File: config.mk
export PLATFORM = sky130hd
export DESIGN_NAME = z_match_monitor
export DESIGN_NICKNAME = d
export VERILOG_FILES = /design/src/rtl/z_match_monitor.sv
export SDC_FILE = /design/constraint.sdc
export NUM_CORES = 1
export LEC_CHECK = 0
export BUFFER_PORTS_ARGS = -buffer_cell sky130_fd_sc_hd__buf_2
export CORE_AREA = 2 2 50 52
export DETAILED_ROUTE_END_ITERATION = 8
export DIE_AREA = 0 0 52 54
export PLACE_DENSITY = 0.86
export SETUP_SLACK_MARGIN = 0.15
export SKIP_LAST_GASP = 1
export SLEW_MARGIN = 10
export SYNTH_ARGS = -nofsm -noshare
export SYNTH_HDL_FRONTEND = slang
export SYNTH_SLANG_ARGS = --single-unit
File: constraint.sdc
create_clock -name clk -period 3.64 [get_ports clk]
set_input_delay 0.728 -clock clk [delete_from_list [all_inputs] [get_ports clk]]
set_output_delay 0.728 -clock clk [all_outputs]
set_load 0.03 [all_outputs]
File: src/rtl/z_match_monitor.sv
// Statistics monitor for the five-state w/z sequence detector: counts z rises,
// tracks current/longest z-high runs and captures the first non-one-hot state.
module z_match_monitor #(
  parameter int CNT_W = 8,
  parameter int RUN_W = 4
) (
  input  logic             clk,
  input  logic             reset,
  input  logic             z,
  input  logic [4:0]       state,
  input  logic             clr,
  output logic             z_rise,
  output logic [CNT_W-1:0] match_cnt,
  output logic [RUN_W-1:0] run_len,
  output logic [RUN_W-1:0] max_run,
  output logic             onehot_err,
  output logic [4:0]       err_state
);

  logic             z_q,         z_d;
  logic             zRise_q,     zRise_d;
  logic [CNT_W-1:0] matchCnt_q,  matchCnt_d;
  logic [RUN_W-1:0] runLen_q,    runLen_d;
  logic [RUN_W-1:0] maxRun_q,    maxRun_d;
  logic             onehotErr_q, onehotErr_d;
  logic [4:0]       errState_q,  errState_d;

  logic rise;
  logic illegal;

  assign rise    = z & ~z_q;
  assign illegal = ($countones(state) != 1);

  always_comb begin
    z_d         = z;
    zRise_d     = rise;
    matchCnt_d  = matchCnt_q;
    runLen_d    = '0;
    maxRun_d    = maxRun_q;
    onehotErr_d = onehotErr_q;
    errState_d  = errState_q;

    if (rise && (matchCnt_q != {CNT_W{1'b1}}))
      matchCnt_d = matchCnt_q + 1'b1;

    if (z)
      runLen_d = (runLen_q == {RUN_W{1'b1}}) ? runLen_q : runLen_q + 1'b1;

    // Longest run is compared against the updated run length, not the old one.
    if (runLen_d > maxRun_q)
      maxRun_d = runLen_d;

    if (illegal && !onehotErr_q) begin
      onehotErr_d = 1'b1;
      errState_d  = state;
    end

    // Clear wipes statistics but z history still tracks z, so no false rise.
    if (clr) begin
      zRise_d     = 1'b0;
      matchCnt_d  = '0;
      runLen_d    = '0;
      maxRun_d    = '0;
      onehotErr_d = 1'b0;
      errState_d  = '0;
    end
  end

  always_ff @(posedge clk) begin
    if (!reset) begin
      z_q         <= 1'b0;
      zRise_q     <= 1'b0;
      matchCnt_q  <= '0;
      runLen_q    <= '0;
      maxRun_q    <= '0;
      onehotErr_q <= 1'b0;
      errState_q  <= '0;
    end else begin
      z_q         <= z_d;
      zRise_q     <= zRise_d;
      matchCnt_q  <= matchCnt_d;
      runLen_q    <= runLen_d;
      maxRun_q    <= maxRun_d;
      onehotErr_q <= onehotErr_d;
      errState_q  <= errState_d;
    end
  end

  assign z_rise     = zRise_q;
  assign match_cnt  = matchCnt_q;
  assign run_len    = runLen_q;
  assign max_run    = maxRun_q;
  assign onehot_err = onehotErr_q;
  assign err_state  = errState_q;

endmodule

# Word-level counts from Yosys, hierarchy flattened
# Cells that the tools add are included.
# totals
reg_bits	24
# classes
magnitude_cmp	1
eq_ne	3
n_bitwise	3
reduce_logical	4
add_sub_neg	6
mux	2
# op_table
operator	count
adder 8 x 1 -> 8 bit, second input constant	1
2-to-1 mux 4 bit	2
inequality test 8 bit, second input constant	1
adder 1 x 1 -> 2 bit	2
adder 3 x 1 -> 4 bit	1
adder 4 x 1 -> 4 bit, second input constant	1
equality test 4 bit, second input constant	1
> comparator 4 bit	1
inequality test 4 x 1 -> 1 bit, second input constant	1
adder 2 x 2 -> 3 bit	1
logical AND 1 bit	2
inverter 1 bit	2
OR reduction 2 bit	1
bitwise AND 1 bit	1
zero test 1 bit	1

# Logic depth before layout (Yosys ltp)
# logic_depth
ltp_word	5
ltp_mapped	9
ltp_nobuf	9

# Worst setup path after synthesis
# No wires, ideal clock.
# synth_timing
path_kind	input-to-reg
startpoint	input port state[0]
endpoint	register errState_q[0] (netlist: err_state[0])
setup_ps	128
cell_stages	9
setup_slack_ps	970
required_ps	3512
path_buffers	0
t_arrival_ps	2542
path_cell_list	inv_1 -> fa_1 -> inv_1 -> fa_1 -> ha_1 -> nor2_1 -> a21oi_2 -> mux2i_1 -> nor2_1
# synth_via
elab_chain_cells	5
# synth_lines
element	line	text
from (decl)	10	input logic [4:0] state,
adder 1 x 1 -> 2 bit (implied by the code)	32	assign illegal = ($countones(state) != 1);
adder 2 x 2 -> 3 bit (implied by the code)	32	
adder 3 x 1 -> 4 bit (implied by the code)	32	
inequality test 4 x 1 -> 1 bit	32	
logical AND 1 bit	53	if (illegal && !onehotErr_q) begin
to (signal assigned)	85	errState_q <= errState_d;
to (decl)	26	logic [4:0] errState_q, errState_d;
# Several ways; a longest one is shown, not always the timed one.
# A chain may end at the register's enable or synchronous reset.

# Worst setup path in the final report
# Same ends and word-level chain as after synthesis.

==> impl_metrics.tcl <==
set metrics [dict create \
    required_ns 3.82 \
    synth_nets 147 \
    first_pass_iters 3 \
    synth_area_per_cell_sq_um 9.36 \
    power_density_mw_per_mm2 347 \
    cts-hold-fix-buffers 0 \
    yosysTopAreaCell "dfxtp_1" \
    critPathKind "in2reg" \
    fin_ws_ns 1.04 \
    syn_area_sq_mm 0.00121 \
    wl_per_cell_microns 12.6 \
    clk_latency_ns 0.30 \
    hold_start "max_run[3]$_SDFFE_PP0N_" \
    drv_slew 0 \
    cts_resized 0 \
    worstPathArrival_ns 2.78 \
    yosysUniqueCellTypes 40 \
    vias 1033 \
    synthArstFlopShare_pct 0 \
    antenna_left 0 \
    area_delta_synth_final_pct 17.6 \
    fp.dieH_microns 54 \
    cts_tree "yes" \
    ff2ff_setup_slack_ns 1.35 \
    hold_slack_ns 0.484 \
    viasPerCell 5.41 \
    cts_made_buffers 3 \
    grt_pass1_vias 989 \
    slew_headroom_pct 56.2 \
    r2r-start "run_len[0]$_SDFF_PP0_" \
    placedCellCount 187 \
    critPathMaxFanout 5 \
    routabilityCongestion 0.801 \
    drc_errors 0 \
    instances_no_fill 191 \
    synth.top_cell.area_share_pct 39.8 \
    drt_iter0_drc 10 \
    syn_inst 129 \
    drive_above_1_share_pct 29.2 \
    hpwl_microns 1920 \
    finalSetupViolations 0 \
    dieWidth_microns 52 \
    min_path_cells 2 \
    cts_root_buffer "clkbuf_4" \
    pre_cts_slack_ns 0.708 \
    reg2regPathDepth 8 \
    fin_crit_ns 2.60 \
    min_to "max_run[3]$_SDFFE_PP0N_" \
    vdd_ir_drop_max_mv 0.299 \
    ctsLongestPathBuffers 2 \
    synth_ff_type "dfxtp_1" \
    finalHoldViolations 0 \
    rsz0062_at_grt "false" \
    p_leak_nw 0.728 \
    skew_ns 0.00398 \
    post_cts_buffers 0 \
    grt_usage_pct 18.1 \
    status "finished clean" \
    worstMarginPinSlew_ns 0.656 \
    startpoint_type "primary input" \
    ys_seq_area_share_pct 39.8 \
    cap_violations 0 \
    setup_tns_ns 0 \
    overflow 0 \
    synthTopCellsByArea "dfxtp_1, mux2i_1, ha_1, nor2_1, inv_1" \
    dieArea_sq_mm 0.00281 \
    synth_edf_count 0 \
    rows 18 \
    nets 180 \
    cts.clk_slew.worst_paths_ns 0.13 \
    end_kind "flop" \
    io_pins 32 \
    portBuffers 31 \
    yosysWarnings 0 \
    grt_max_degree 15 \
    clock-sinks 24 \
    core_sq_mm 0.00232 \
    antenna_found_initial 0 \
    ys_ff_latch 24 \
    cts-htree-levels 1 \
    grt_pass1_wl_microns 3860 \
    routed_wl_microns 2400 \
    timing.rr.end "max_run[2]$_SDFFE_PP0N_" \
    post-route-period-util_pct 71.4 \
    start_util_pct 52.0 \
    hp-class "reg2reg" \
    num_antenna_cells 0 \
    clock.fmax_mhz 385 \
]
==> per-stage QoR <==
stage / cell area, sq um / total power [mW] / util, %
6_report: 1420 / 0.493 / 61.2
5_1_grt: 1420 / 0.516 / 61.2
4_1_cts: 1420 / 0.499 / 61.2
3_5_place_dp: 1380 / 0.365 / 59.7
3_3_place_gp: 1380 / 0.360 / 59.7
2_1_floorplan: 1210 / 0.344 / -
==> kinds of logic (layout without fill, tap and decap cells) <==
logic type	count (synthesis)	in the layout	share of synthesized area, %
AO/OA/AOI/OAI	16	16	9.95
XOR/XNOR	3	3	2.18
adder cells (fa/ha/maj)	9	9	10.6
buffers and inverters	15	47	5.08
flip-flops	24	24	39.8
multiplexers	11	11	9.53
AND/OR/NAND/NOR	51	51	22.9
==> layout by cell type, fill, tap and decap left out, types with 3 or more instances in the layout <==
cell type / Yosys / layout
nor2_1: 14 / 14
nand3_1: 5 / 5
dfxtp_1: 24 / 24
nand2_1: 12 / 12
buf_2: 1 / 31
a31oi_1: 3 / 3
clkbuf_4: 0 / 3
mux2i_1: 10 / 10
inv_1: 12 / 12
ha_1: 7 / 7
xor2_1: 3 / 3
==> where the power goes <==
part	leakage (nW)	internal, mW	switching, mW	total (mW)
sequential	0.195	0.270	0.00496	0.275
clock	0.0210	0.0610	0.0741	0.135
combinational	0.512	0.0327	0.0506	0.0834
total	0.728	0.364	0.130	0.493
==> layer usage <==
metal | up-vias | GRT usage, % | share of wire (%)
met5 | - | 0 | 0
met1 | 505 | 20.7 | 43
li1 | 506 | - | -
met2 | 20 | 34.4 | 52
met3 | 2 | 3.61 | 3.8
met4 | 0 | 4.39 | 0.42
==> sequential cells by signal (all words and copies together), names as in the netlist <==
name and flops:
match_cnt 8, run_len 4, z_rise 1, z_q 1, max_run 4, onehot_err 1
err_state 5
==> worst max-delay path by stage <==
stage,from,end,cells past startpoint
after floorplan,state[0],err_state[0]$_SDFFE_PP0P_,9
after global placement,state[0],err_state[1]$_SDFFE_PP0P_,10
after detailed placement,state[0],err_state[0]$_SDFFE_PP0P_,10
after CTS,state[0],err_state[0]$_SDFFE_PP0P_,10
after global routing,state[0],err_state[0]$_SDFFE_PP0P_,10
final,state[0],err_state[0]$_SDFFE_PP0P_,10
==> final cells by class <==
type | count | area (sq um)
tap | 30 | 37.5
inverter | 12 | 45.0
clock buffer | 4 | 36.3
sequential | 24 | 480
timing repair buffer | 31 | 155
fill | 206 | 900
multi-input combinational | 90 | 666
==> cells in the mapped netlist, types with 3 or more instances <==
cell,instances
dfxtp_1,24
nor2_1,14
inv_1,12
nand2_1,12
mux2i_1,10
ha_1,7
nand3_1,5
a31oi_1,3
xor2_1,3
==> critical path, stage by stage <==
cell and delay [ns]:
buf_2 0.09, inv_1 0.05, fa_1 0.52, inv_1 0.05, fa_1 0.36, ha_1 0.28
nor2_1 0.06, a21oi_2 0.33, mux2i_1 0.26, nor2_1 0.05
Power figures use the tool's default switching activity.
